File: src/rtl/arith_pkg.sv
// Shared definitions for the bit-serial arithmetic blocks.
//   state_t : control states of the serial subtractor (IDLE, RUN, DONE)
package arith_pkg;

    typedef enum logic [1:0] {
        ST_IDLE = 2'd0,
        ST_RUN  = 2'd1,
        ST_DONE = 2'd2
    } state_t;

endpackage : arith_pkg

File: src/rtl/serial_subtractor_if.sv
// Operand/result handshake bundle for serial_subtractor.
//   in_valid/in_ready/a/b          : operand pair, producer -> block
//   out_valid/out_ready/diff/borrow : result, block -> consumer
// master : the environment side (drives operands, accepts results)
// slave  : the subtractor side
interface serial_subtractor_if #(
    parameter int WIDTH = 8
);
    logic             in_valid;
    logic             in_ready;
    logic [WIDTH-1:0] a;
    logic [WIDTH-1:0] b;
    logic             out_valid;
    logic             out_ready;
    logic [WIDTH-1:0] diff;
    logic             borrow;

    modport master (
        output in_valid, a, b, out_ready,
        input  in_ready, out_valid, diff, borrow
    );

    modport slave (
        input  in_valid, a, b, out_ready,
        output in_ready, out_valid, diff, borrow
    );
endinterface : serial_subtractor_if

File: src/rtl/full_subtractor.sv
// One-bit full subtractor: x - y - bin, built from two half subtractors.
//   x, y : operand bits
//   bin  : borrow in
//   d    : difference bit
//   bout : borrow out
module full_subtractor (
    input  logic x,
    input  logic y,
    input  logic bin,
    output logic d,
    output logic bout
);
    logic d1;
    logic b1;
    logic b2;

    half_subtractor u_hs0 (.x(x),  .y(y),   .d(d1), .bout(b1));
    half_subtractor u_hs1 (.x(d1), .y(bin), .d(d),  .bout(b2));

    // The two stage borrows can never both be 1, so OR is enough.
    assign bout = b1 | b2;
endmodule : full_subtractor

File: src/rtl/half_subtractor.sv
// One-bit half subtractor: x - y.
//   x, y : operand bits
//   d    : difference bit
//   bout : borrow out (1 when y > x)
module half_subtractor (
    input  logic x,
    input  logic y,
    output logic d,
    output logic bout
);
    assign d    = x ^ y;
    assign bout = ~x & y;
endmodule : half_subtractor

File: src/rtl/serial_subtractor.sv
// Bit-serial unsigned subtractor: diff = (a - b) mod 2^WIDTH, borrow = (a < b).
// One bit per clock, LSB first, through a single full subtractor and a borrow flop.
//   clk, rst_n : clock, asynchronous active-low reset
//   bus        : operand/result handshake (slave side)
// Result appears WIDTH clocks after the accepting edge and is held in DONE
// until out_ready; diff/borrow keep their value until the next RUN.
module serial_subtractor
    import arith_pkg::*;
#(
    parameter int WIDTH = 8
) (
    input  logic                 clk,
    input  logic                 rst_n,
    serial_subtractor_if.slave   bus
);
    localparam int CW = $clog2(WIDTH);

    state_t           state;
    state_t           state_nxt;
    logic [CW-1:0]    cnt;
    logic [WIDTH-1:0] a_sr;
    logic [WIDTH-1:0] b_sr;
    logic [WIDTH-1:0] diff_r;
    logic             bw;
    logic             d_bit;
    logic             bw_nxt;
    logic             in_ready_c;
    logic             out_valid_c;
    logic             last_bit;

    assign last_bit = (cnt == CW'(WIDTH - 1));

    full_subtractor u_fs (
        .x   (a_sr[0]),
        .y   (b_sr[0]),
        .bin (bw),
        .d   (d_bit),
        .bout(bw_nxt)
    );

    // NOTE: state flops use non-blocking assignments so every flop samples
    // pre-edge values; blocking here would create order-dependent races.
    always_ff @(posedge clk or negedge rst_n) begin
        if (!rst_n) state <= ST_IDLE;
        else        state <= state_nxt;
    end

    // NOTE: every output of this block gets a default first, so no path
    // leaves a signal unassigned and no latch is inferred.
    always_comb begin
        state_nxt   = state;
        in_ready_c  = 1'b0;
        out_valid_c = 1'b0;
        case (state)
            ST_IDLE: begin
                in_ready_c = 1'b1;
                if (bus.in_valid) state_nxt = ST_RUN;
            end
            ST_RUN: begin
                if (last_bit) state_nxt = ST_DONE;
            end
            ST_DONE: begin
                out_valid_c = 1'b1;
                if (bus.out_ready) state_nxt = ST_IDLE;
            end
            default: state_nxt = ST_IDLE;
        endcase
    end

    // NOTE: the shift registers are cleared on reset so that diff reads 0
    // after an aborted operation instead of leftover partial bits.
    always_ff @(posedge clk or negedge rst_n) begin
        if (!rst_n) begin
            cnt    <= '0;
            a_sr   <= '0;
            b_sr   <= '0;
            diff_r <= '0;
            bw     <= 1'b0;
        end else begin
            case (state)
                ST_IDLE: begin
                    if (bus.in_valid) begin
                        a_sr <= bus.a;
                        b_sr <= bus.b;
                        bw   <= 1'b0;
                        cnt  <= '0;
                    end
                end
                ST_RUN: begin
                    a_sr   <= a_sr >> 1;
                    b_sr   <= b_sr >> 1;
                    // LSB-first results enter at the MSB and walk down.
                    diff_r <= {d_bit, diff_r[WIDTH-1:1]};
                    bw     <= bw_nxt;
                    cnt    <= cnt + CW'(1);
                end
                default: ;
            endcase
        end
    end

    assign bus.in_ready  = in_ready_c;
    assign bus.out_valid = out_valid_c;
    assign bus.diff      = diff_r;
    assign bus.borrow    = bw;
endmodule : serial_subtractor

File: src/flat_wrapper.sv
// flat-port wrapper written by rule: the top's interface ports become plain ports
module serial_subtractor_flat import arith_pkg::*;
#(
    parameter int WIDTH = 8
)
  (clk, rst_n, bus_in_valid, bus_a, bus_b, bus_out_ready, bus_in_ready, bus_out_valid, bus_diff, bus_borrow);
  serial_subtractor_if #(.WIDTH(WIDTH)) bus_i ();
  input  logic clk;
  input  logic rst_n;
  input wire logic [$bits(bus_i.in_valid)-1:0] bus_in_valid;
  input wire logic [$bits(bus_i.a)-1:0] bus_a;
  input wire logic [$bits(bus_i.b)-1:0] bus_b;
  input wire logic [$bits(bus_i.out_ready)-1:0] bus_out_ready;
  output wire logic [$bits(bus_i.in_ready)-1:0] bus_in_ready;
  output wire logic [$bits(bus_i.out_valid)-1:0] bus_out_valid;
  output wire logic [$bits(bus_i.diff)-1:0] bus_diff;
  output wire logic [$bits(bus_i.borrow)-1:0] bus_borrow;
  assign bus_i.in_valid = bus_in_valid;
  assign bus_i.a = bus_a;
  assign bus_i.b = bus_b;
  assign bus_i.out_ready = bus_out_ready;
  assign bus_in_ready = bus_i.in_ready;
  assign bus_out_valid = bus_i.out_valid;
  assign bus_diff = bus_i.diff;
  assign bus_borrow = bus_i.borrow;
  serial_subtractor #(.WIDTH(WIDTH)) u_core (.clk(clk), .rst_n(rst_n), .bus(bus_i));
endmodule
File: config.mk
export PLATFORM = sky130hd
export DESIGN_NAME = serial_subtractor_flat
export DESIGN_NICKNAME = d
export VERILOG_FILES = /design/src/rtl/arith_pkg.sv /design/src/rtl/serial_subtractor_if.sv /design/src/rtl/full_subtractor.sv /design/src/rtl/half_subtractor.sv /design/src/rtl/serial_subtractor.sv /design/src/flat_wrapper.sv
export SDC_FILE = /design/constraint.sdc
export NUM_CORES = 1
export LEC_CHECK = 0
export ABC_CLOCK_PERIOD_IN_PS = 2900
export BUFFER_PORTS_ARGS = -buffer_cell sky130_fd_sc_hd__buf_4
export CAP_MARGIN = 25
export CELL_PAD_IN_SITES_DETAIL_PLACEMENT = 0
export CELL_PAD_IN_SITES_GLOBAL_PLACEMENT = 1
export CORE_MARGIN = 3
export CORE_UTILIZATION = 45
export DETAILED_ROUTE_END_ITERATION = 8
export PLACE_DENSITY_LB_ADDON = 0.25
export SYNTH_ARGS = -nofsm -noshare
export SYNTH_HDL_FRONTEND = slang
export SYNTH_SLANG_ARGS = --single-unit
export TNS_END_PERCENT = 10
File: constraint.sdc
create_clock -name clk -period 2.9 [get_ports clk]
set_input_delay 0.435 -clock clk [delete_from_list [all_inputs] [get_ports clk]]
set_output_delay 0.435 -clock clk [all_outputs]
set_load 0.1 [all_outputs]
; Yosys cells after proc, flatten, opt, wreduce, memory -nomap -nowiden
; Cells that the tools add are included.
; Widths: inputs -> output; s select.
[word_totals]
inputBits = 20
out_inout_bits = 11
reg_bits = 30
[op_classes]
reduce_logical = 4
n_bitwise = 7
n_mux = 14
n_addsub = 1
n_eq_ne = 6
[ops]
columns = cell, n
row1 = $pmux 8 s2, 2
row2 = $mux 8, 2
row3 = $mux 2, 3
row4 = $pmux 2 s3, 1
row5 = $pmux 3 s2, 1
row6 = $ne 2x2->1 const B, 2
row7 = $add 3x1->3 const B, 1
row8 = $eq 3x3->1 const B, 1
row9 = $mux 1, 3
row10 = $mux 3, 1
row11 = $reduce_and 3->1, 1
row12 = $and 1x1->1, 2
row13 = $eq 2x1->1 const B, 1
row14 = $eq 2x2->1 const B, 1
row15 = $logic_not 2->1, 1
row16 = $ne 2x1->1 const B, 1
row17 = $not 1->1, 2
row18 = $pmux 1 s2, 1
row19 = $reduce_and 2->1, 1
row20 = $reduce_bool 2->1, 1
row21 = $xor 1x1->1, 2
row22 = $or 1x1->1, 1

; Longest topological paths before layout
; Gate-level depths: netlist of run 1.
[logic_depth]
word_depth = 5
depth_mapped = 5
mapped_depth_nobuf = 4

; Hierarchy
; From an unflattened synthesis of run 1, not the netlist that was laid out.
[hier_totals]
cells_unflattened = 129
area_unflattened_um2 = 1502.7
[by_module_without_submodules]
columns = module, area_per_inst_um2, n_inst, cells_per_inst, seq_area_each_um2
row1 = serial_subtractor, 1456.4, 1, 122, 750.7
row2 = half_subtractor, 20.0, 2, 3, 0.0
row3 = full_subtractor, 6.3, 1, 1, 0.0

; Worst setup path before layout of run 1
; OpenSTA, ideal clock, no wires.
[synth_timing]
path_kind = register to output
from = register u_core.state[0]
to = output bus_out_valid
stages_incl_launch_ff = 4
arrival_time_ns = 2.056
slack_ns = 0.409
path_buffers = 2
path_cell_list = dfrtp_1 -> buf_6 -> buf_4 -> nor2b_1
[synth_between]
elab_chain_cells = 2
[synth_rtl]
columns = element, line
row1 = start: declaration, serial_subtractor.sv:18  ; state_t state;
row2 = start signal: assignment, serial_subtractor.sv:45  ; else state <= state_nxt;
row3 = $eq 2x2->1, serial_subtractor.sv:54  ; case (state)
row4 = $mux 1, serial_subtractor.sv:54
row5 = end: declaration, flat_wrapper.sv:15  ; output wire logic [$bits(bus_i.out_valid)-1:0] bus_out_valid;
; No other way between the ends.

; Worst setup path in the final report of run 1
; Same ends and word-level chain as after synthesis.

==> results.sh, run 1 <==
export IMPL_ant_nets=0
export IMPL_initial_utilization=0.4836
export IMPL_slowest_stage="dfrtp_1"
export IMPL_max_freq_mhz=483.1
export IMPL_dr_pass1_iters=4
export IMPL_synth_cells=116
export IMPL_ctsResizeCount=0
export IMPL_final_nets=168
export IMPL_synth_top_family_by_area="simple AND/OR/NAND/NOR gates"
export IMPL_area_growth_syn_to_layout_pct=18.11
export IMPL_drtIter0Drc=55
export IMPL_grt_pass1_wl_um=5161
export IMPL_cts_buffers=5
export IMPL_synth_compound_area_frac=0.1414
export IMPL_grt_max_degree=31
export IMPL_cts_sinks=30
export IMPL_crit_type="flip-flop to primary output"
export IMPL_status="finished clean"
export IMPL_die_h_um=63.98
export IMPL_synth_top_cells_by_count="30 x dfrtp_1, 12 x inv_1, 9 x nor3b_1"
export IMPL_dpl_hpwl_um=1992
export IMPL_yosysWarnings=0
export IMPL_period_needed_ns=2.070
export IMPL_vias_per_cell=5.457
export IMPL_wirelength_um=2866
export IMPL_cts_htree_levels=2
export IMPL_setup_viol_count_final=0
export IMPL_n_antenna_cell=0
export IMPL_rows=20
export IMPL_skew_ns=0.007626
export IMPL_cts_tree="yes"
export IMPL_holdWs_ns=0.03132
export IMPL_finalMaxSlewViolations=0
export IMPL_synth_simple_area_share=0.1894
export IMPL_grt_pass1_vias=1041
export IMPL_postCtsSetupBuffers=0
export IMPL_synth_cell_area_sq_um=1513
export IMPL_synth_edf_count=0
export IMPL_path_delay_family="buffers and inverters"
export IMPL_final_util=0.5712
export IMPL_antenna_found_initial=0
export IMPL_rsz0062_at_grt="no"
export IMPL_clkLatencyLatePin_ns=0.32
export IMPL_die_w_um=63.98
export IMPL_yosysMostFrequentCell="dfrtp_1"
export IMPL_overflow=0
export IMPL_ys_types=29
export IMPL_crit_chain="buf_4, nor2b_1, buf_4"
export IMPL_arrival_ns=1.63
export IMPL_cts_hold_buf=0
export IMPL_end_kind="primary output"
export IMPL_syn_num_nets=139
export IMPL_tightest_slew_ns=0.5612
export IMPL_yosysSeqAreaShare=0.4963
export IMPL_timing_critical_path_buf_inv=2
export IMPL_fin_area_sq_um=1787
export IMPL_cts_path_max_buffers=2
export IMPL_cts_root_buf="clkbuf_4"
export IMPL_synth_area_top_cells="dfrtp_1 50%, nor4b_2 7.9%, mux2_1 5.2%, nor3b_1 4.5%, a211oi_1 4.0%"
export IMPL_worstSetupStartpointType="flip-flop"
export IMPL_hp_class="input pin to async pin"
export IMPL_period_share=0.7137
export IMPL_muxShareOfSynthArea=0.06534
export IMPL_core_area_sq_um=3128
export IMPL_dpl_cell_area_sq_um=1735
export IMPL_hold_viol_final=0
export IMPL_syn_area_per_cell_sq_um=13.04
export IMPL_synthAdderAreaFrac=0.02978
export IMPL_cp_required_ns=2.47
export IMPL_dieArea_sq_um=4093
export IMPL_yosysTopAreaCellShare=0.4963
export IMPL_vias=1026
export IMPL_clkTransAtPathRegs_ns=0.09
export IMPL_drive_gt1_frac=0.3889
export IMPL_async_flop_share=1.000
export IMPL_maxSlewHeadroom=0.6251
export IMPL_drc=0
export IMPL_cpPeakStageDelay_ns=0.54
export IMPL_synthXorXnorAreaFrac=0
export IMPL_detail_route_wl_per_cell_um=15.24
export IMPL_drv_cap=0
export IMPL_ys_flop_type="dfrtp_1"
export IMPL_ys_seq_elements=30
export IMPL_track_usage=0.1669
export IMPL_worstPathMaxFanout=16
export IMPL_gp_congestion=0.7287
export IMPL_synth_area_leader_cell="dfrtp_1"
export IMPL_ioPinCount=31
export IMPL_port_buffers=30
export IMPL_setup_tns_ns=0
export IMPL_path_common_cell="buf_4"
==> layer usage <==
layer,global-route usage,routed length [um],up-vias
met5,0,0,-
met3,0.05097,151,2
met1,0.2239,1333,509
li1,-,-,490
met4,0.08895,23,0
met2,0.2400,1357,25
==> layout make-up <==
type	count	area [sq um]
inverters	12	45.04
well taps	44	55.05
flip-flops and latches	30	750.7
repair buffers	32	240.2
fillers	273	1341
clock buffers	6	51.30
multi-input cells	64	644.4
==> state kept, by name, summed over array words and instances (netlist names) <==
signal	cells
u_core.state	2
u_core.cnt	3
u_core.b_sr	8
u_core.a_sr	8
u_core.bus.diff	8
u_core.bus.borrow	1
==> cell usage in the layout, fill, tap and decap left out, types with 2 or more instances in the layout <==
master | synthesis | layout
or4b_1 | 4 | 4
a211oi_1 | 8 | 8
clkbuf_4 | 0 | 5
buf_4 | 2 | 32
a222oi_1 | 2 | 2
nor2b_1 | 2 | 2
nor4b_2 | 8 | 8
nor3b_1 | 9 | 9
mux2i_1 | 2 | 2
ha_1 | 2 | 2
inv_1 | 12 | 12
a22o_1 | 3 | 3
o221a_2 | 4 | 4
nor2b_2 | 2 | 2
mux2_1 | 7 | 7
dfrtp_1 | 30 | 30
==> stage by stage <==
step | setup WS [ns] | instances
floorplan | 0.4086 | 116
global placement | 1.219 | 182
detailed placement | 1.180 | 182
CTS | 0.8030 | 188
global route | 0.6720 | 188
finish | 0.8302 | 188
==> final timing paths <==
path,startpoint,end,slack (ns),cells past startpoint
min in group clk,bus_out_ready,u_core.state[1],0.36,3
hold / removal,rst_n,u_core.a_sr[2],0.03,1
max in group asynchronous,rst_n,u_core.b_sr[6],2.59,1
setup / recovery,u_core.state[0],bus_out_valid,0.83,3
setup reg to reg,u_core.state[0],u_core.bus.diff[2],1.25,2
hold reg to reg,u_core.bus.diff[0],u_core.bus.diff[0],0.49,1
==> kinds of logic after synthesis <==
logic type / count (synthesis)
fa+ha+maj: 3
mux: 9
compound gates: 23
buf+inv: 22
simple gates: 29
flops: 30
Power of run 1 is left out: the tool's default activity adds up to more than one toggle a clock period on the data nets, which glitch-free logic cannot reach.
==> inputs of run 2 (changes only) <==
- ABC_AREA: not set -> 1
- ABC_CLOCK_PERIOD_IN_PS: 2900 -> 1920
- CORE_UTILIZATION: 45 -> 39
- clock period: 2.9 -> 1.92 ns (I/O delays scaled with it)
==> run 2 against run 1 <==
Effect of this change: cell count rose by 44%; worst hold slack improved by 0.16 ns; clock skew fell by 0.0023 ns; critical endpoint unchanged; die area rose by 12%; largest cell class unchanged; setup slack got worse by 0.68 ns; clock-buffer cell count did not move.
==> results.sh, run 2 <==
export IMPL_synth_edf_count=0
export IMPL_vias=1231
export IMPL_cts_sinks=30
export IMPL_dpl_worst_slack_ns=0.4655
export IMPL_dr_pass1_iters=4
export IMPL_period_needed_ns=1.767
export IMPL_period_share=0.9205
export IMPL_initial_utilization=0.4250
export IMPL_worstPathMaxFanout=13
export IMPL_syn_num_nets=214
export IMPL_p_leak_nw=1.061
export IMPL_die_w_um=67.71
export IMPL_worstSetupStartpointType="flip-flop"
export IMPL_ys_types=17
export IMPL_ys_flop_type="dfrtp_1"
export IMPL_track_usage=0.1575
export IMPL_cts_path_max_buffers=2
export IMPL_syn_area_per_cell_sq_um=7.776
export IMPL_cts_hold_buf=1
export IMPL_synth_area_top_cells="dfrtp_1 51%, nand2_1 17%, nand3_1 10%, inv_1 8.6%, o21ai_0 2.7%"
export IMPL_gp_congestion=0.7327
export IMPL_grt_pass1_vias=1177
export IMPL_critPathLaunch="u_core.state[0]"
export IMPL_min_delay_path_depth=2
export IMPL_synth_cell_area_sq_um=1485
export IMPL_yosysSeqAreaShare=0.5055
export IMPL_area_growth_syn_to_layout_pct=23.84
export IMPL_reg2reg_to="u_core.a_sr[6]"
export IMPL_cts_htree_levels=2
export IMPL_grt_pass1_wl_um=5306
export IMPL_hold_viol_final=0
export IMPL_ys_seq_elements=30
export IMPL_reg2reg_slack_ns=0.56
export IMPL_grt_max_degree=31
export IMPL_overflow=0
export IMPL_rows=21
export IMPL_crit_path_end="bus_out_valid"
export IMPL_clkTransAtPathRegs_ns=0.06
export IMPL_rr_worst_depth=7
export IMPL_drc=0
export IMPL_cts_tree="yes"
export IMPL_status="finished clean"
export IMPL_yosysTopAreaCellShare=0.5055
export IMPL_antenna_found_initial=0
export IMPL_drive_gt1_frac=0.2054
export IMPL_die_h_um=67.71
export IMPL_ctsResizeCount=0
export IMPL_finalMaxSlewViolations=0
export IMPL_synth_top_cells_by_count="68 x nand2_1, 34 x inv_1, 30 x dfrtp_1, 30 x nand3_1, 8 x o21ai_0"
export IMPL_ioPinCount=31
export IMPL_yosysWarnings=0
export IMPL_n_antenna_cell=0
export IMPL_tightest_slew_ns=0.4901
export IMPL_dpl_cell_area_sq_um=1747
export IMPL_powerDensity_nw_per_um2=1903
export IMPL_setup_viol_count_final=0
export IMPL_clkLatencyLatePin_ns=0.28
export IMPL_port_buffers=30
export IMPL_async_flop_share=1.000
export IMPL_synth_cells=191
export IMPL_layout_common_cells="68 x nand2_1, 34 x inv_1, 34 x buf_4"
export IMPL_power_total_mw=3.501
export IMPL_arrival_ns=1.48
export IMPL_maxSlewHeadroom=0.6733
export IMPL_min_delay_start="bus_out_ready"
export IMPL_wirelength_um=2998
export IMPL_max_freq_mhz=565.8
export IMPL_cp_required_ns=1.63
export IMPL_fin_ws_ns=0.1527
export IMPL_ant_nets=0
export IMPL_irDropWorstVdd_mv=1.177
export IMPL_worstReg2RegStart="u_core.state[1]"
export IMPL_postCtsSetupBuffers=0
export IMPL_drv_cap=0
export IMPL_holdWs_ns=0.1897
export IMPL_final_common_cell="nand2_1"
export IMPL_cts_buffers=5
export IMPL_detail_route_wl_per_cell_um=11.10
export IMPL_dieArea_sq_um=4585
export IMPL_synth_area_leader_cell="dfrtp_1"
export IMPL_final_nets=248
export IMPL_hp_class="input pin to flip-flop"
export IMPL_setup_tns_ns=0
export IMPL_drtIter0Drc=67
export IMPL_end_kind="primary output"
export IMPL_rsz0062_at_grt="no"
export IMPL_vias_per_cell=4.559
export IMPL_yosysMostFrequentCell="nand2_1"
export IMPL_skew_ns=0.005297
export IMPL_dpl_hpwl_um=2021
export IMPL_cts_root_buf="clkbuf_8"
export IMPL_crit_type="flip-flop to primary output"
export IMPL_core_area_sq_um=3495
export IMPL_fin_area_sq_um=1839
## run 2: changes by cell type after synthesis, sizes merged, moves of 3 or more
| cell | change |
|---|---|
| nand2 | +70 |
| nand3 | +30 |
| inv | +24 |
| nor3b | -9 |
| a211oi | -8 |
| nor4b | -8 |
| o21ai | +8 |
| mux2 | -7 |
| nor2b | -4 |
| o221a | -4 |
| or4b | -4 |
| a22o | -3 |
## run 2: layer usage
metal,global-route usage,vias to the layer above,part of all wire
met5,0,-,0
met4,0.06076,0,0.017
met3,0.04992,6,0.054
met2,0.2406,24,0.44
met1,0.2072,556,0.49
li1,-,645,-
## run 2: worst max-delay path: stages (launching register included)
cell and delay (ns):
dfrtp_1 0.56, buf_4 0.25, nor2_2 0.10, buf_4 0.29
## run 2: metrics by stage
step / util / std cells
after global placement: 0.4998 / 263
after detailed placement: 0.4998 / 263
after CTS: 0.5263 / 270
final: 0.5263 / 270
after global routing: 0.5263 / 270
after floorplan: - / 191
## run 2: final cells by class
cell class,count,area [sq um]
fill,364,1655
sequential,30,750.7
multi-input combinational,117,545.5
timing repair buffer,35,265.3
inverter,36,137.6
clock buffer,6,82.58
tap,46,57.56
## run 2: worst min path at each step
stage / to / slack (ns)
floorplan: u_core.a_sr[0] / -0.008
global placement: u_core.bus.diff[7] / 0.24
detailed placement: u_core.bus.diff[7] / 0.24
CTS: u_core.state[1] / 0.18
global route: u_core.state[1] / 0.19
finish: u_core.state[1] / 0.19
## run 2: where the power goes
group | internal [mW] | switching [mW]
Clock | 0.276 | 0.220
Combinational | 0.535 | 1.34
Sequential | 0.930 | 0.203
## run 2: cell families (layout without fill, tap and decap cells)
logic type,after synthesis,count (layout),share of synthesized area
compound gates,10,10,0.03538
simple gates,104,104,0.2999
buf+inv,44,77,0.1289
flops,30,30,0.5055
fa+ha+maj,3,3,0.03033
Note: power is estimated with default switching activity, not from simulation.
==> inputs of run 3 (changes only) <==
- ABC_CLOCK_PERIOD_IN_PS: 1920 -> not set
- CELL_PAD_IN_SITES_DETAIL_PLACEMENT: 0 -> not set
- CELL_PAD_IN_SITES_GLOBAL_PLACEMENT: 1 -> not set
- CORE_UTILIZATION: 39 -> 45
- SKIP_LAST_GASP: not set -> 1
==> run 3 against run 2 <==
Effect of this change: utilization increased by 5.6 points; first-iteration DRC count decreased by 15%; global-route usage increased by 0.37 points; flip-flop and latch count unchanged; die area decreased by 12%; clock-buffer cell count increased by 1; clock power decreased by 23%; via count decreased by 2.2%; setup slack improved by 0.034 ns; sequential power about the same.
==> results.sh, run 3 (same netlist as run 2, synthesis figures left out) <==
export IMPL_clkLatencyLatePin_ns=0.32
export IMPL_cp_required_ns=1.63
export IMPL_cts_root_buf="clkbuf_4"
export IMPL_layout_common_cells="68 x nand2_1, 34 x inv_1, 33 x buf_4"
export IMPL_core_area_sq_um=3103
export IMPL_crit_type="flip-flop to primary output"
export IMPL_drive_gt1_frac=0.2044
export IMPL_worstPathMaxFanout=19
export IMPL_p_leak_nw=1.049
export IMPL_ant_nets=0
export IMPL_grt_pass1_wl_um=4926
export IMPL_nFillCells=304
export IMPL_initial_utilization=0.4786
export IMPL_dieArea_sq_um=4026
export IMPL_overflow=0
export IMPL_postCtsSetupBuffers=0
export IMPL_rsz0062_at_grt="no"
export IMPL_grt_max_degree=31
export IMPL_cts_sinks=30
export IMPL_final_nets=247
export IMPL_grt_pass1_vias=1070
export IMPL_rows=20
export IMPL_final_common_cell="nand2_1"
export IMPL_hp_class="input pin to flip-flop"
export IMPL_setup_viol_count_final=0
export IMPL_hold_viol_final=0
export IMPL_area_growth_syn_to_layout_pct=21.74
export IMPL_ioPinCount=31
export IMPL_detail_route_wl_per_cell_um=10.64
export IMPL_cts_path_max_buffers=2
export IMPL_drc=0
export IMPL_die_w_um=63.45
export IMPL_finalMaxSlewViolations=0
export IMPL_max_freq_mhz=576.9
export IMPL_drv_cap=0
export IMPL_vias_per_cell=4.476
export IMPL_cts_buffers=5
export IMPL_status="finished clean"
export IMPL_clkTransAtPathRegs_ns=0.09
export IMPL_crit_chain="clkinv_2, nand2_1, inv_1, buf_4"
export IMPL_vias=1204
export IMPL_slowest_stage="dfrtp_1"
export IMPL_worstSetupStartpointType="flip-flop"
export IMPL_antenna_found_initial=0
export IMPL_period_needed_ns=1.733
export IMPL_dr_pass1_iters=4
export IMPL_end_kind="primary output"
export IMPL_n_antenna_cell=0
export IMPL_fin_ws_ns=0.1867
export IMPL_cts_htree_levels=2
export IMPL_powerDensity_nw_per_um2=1863
export IMPL_period_share=0.9028
export IMPL_skew_ns=0.005146
export IMPL_track_usage=0.1613
export IMPL_port_buffers=30
export IMPL_wirelength_um=2862
export IMPL_setup_tns_ns=0
export IMPL_cpPeakStageDelay_ns=0.40
export IMPL_irDropWorstVdd_mv=1.183
export IMPL_gp_congestion=0.7486
export IMPL_cts_tree="yes"
export IMPL_die_h_um=63.45
export IMPL_arrival_ns=1.45
export IMPL_dpl_hpwl_um=1953
export IMPL_maxSlewHeadroom=0.7467
export IMPL_tightest_slew_ns=0.3800
export IMPL_dpl_worst_slack_ns=0.4871
export IMPL_drtIter0Drc=57
==> run 3: changes by cell type in the layout (fill, tap and decap cells not counted), sizes merged <==
| cell | before | now |
|---|---|---|
| clkinv | 0 | 2 |
| clkbuf | 6 | 7 |
| inv | 36 | 35 |
| buf | 34 | 33 |
==> run 3: path summary, 6_finish.rpt <==
| kind | endpoint | depth (start not counted) | slack, ns | start |
|---|---|---|---|---|
| max in group asynchronous | u_core.b_sr[2] | 2 | 1.22 | rst_n |
| setup / recovery | bus_in_ready | 4 | 0.19 | u_core.state[1] |
| hold reg to reg | u_core.b_sr[7] | 2 | 0.48 | u_core.b_sr[7] |
| min in group asynchronous | u_core.bus.diff[2] | 2 | 0.42 | rst_n |
| hold / removal | u_core.state[1] | 2 | 0.14 | bus_out_ready |
| setup reg to reg | u_core.b_sr[6] | 6 | 0.48 | u_core.state[0] |
==> run 3: area by class of cell <==
class                      instances  area (sq um)  area share
clock buffer                       7         55.05     0.03045
timing repair buffer              34         257.7      0.1426
multi-input combinational        117         545.5      0.3017
clock inverter                     1         5.005    0.002768
sequential                        30         750.7      0.4152
inverter                          36         138.9     0.07682
tap                               44         55.05     0.03045
==> run 3: timing repair <==
item	4_1_cts	5_1_grt
setup endpoints to repair	0	1
resized for setup	0	1
hold buffers	1	0
endpoints found under the hold margin	30	0
==> run 3: layer usage <==
metal | GRT usage | share of wire
met1 | 0.2095 | 0.45
met2 | 0.2399 | 0.48
met3 | 0.06952 | 0.057
met4 | 0.05660 | 0.013
met5 | 0 | 0
==> run 3: worst max-delay path, delay by kind of cell (launching register included) <==
kind / cells / cell delay [ns]
flops: 1 / 0.40
simple gates: 1 / 0.08
buf+inv: 3 / 0.64
==> run 3: per-stage QoR <==
stage / power [mW] / hold WS (ns) / utilization / instances / cell area, sq um
6_report: 3.368 / 0.1352 / 0.5827 / 269 / 1808
2_1_floorplan: 2.629 / -0.007591 / - / 191 / 1488
3_3_place_gp: 2.991 / 0.2378 / 0.5597 / 260 / 1737
4_1_cts: 3.407 / 0.1326 / 0.5823 / 269 / 1807
5_1_grt: 3.676 / 0.1115 / 0.5827 / 269 / 1808
3_5_place_dp: 3.011 / 0.2375 / 0.5597 / 260 / 1737
==> run 3: report_power, final <==
part / leakage, nW / switching, mW / internal, mW
clock network: 0.0353 / 0.206 / 0.177
logic: 0.645 / 1.34 / 0.526
registers: 0.369 / 0.189 / 0.928
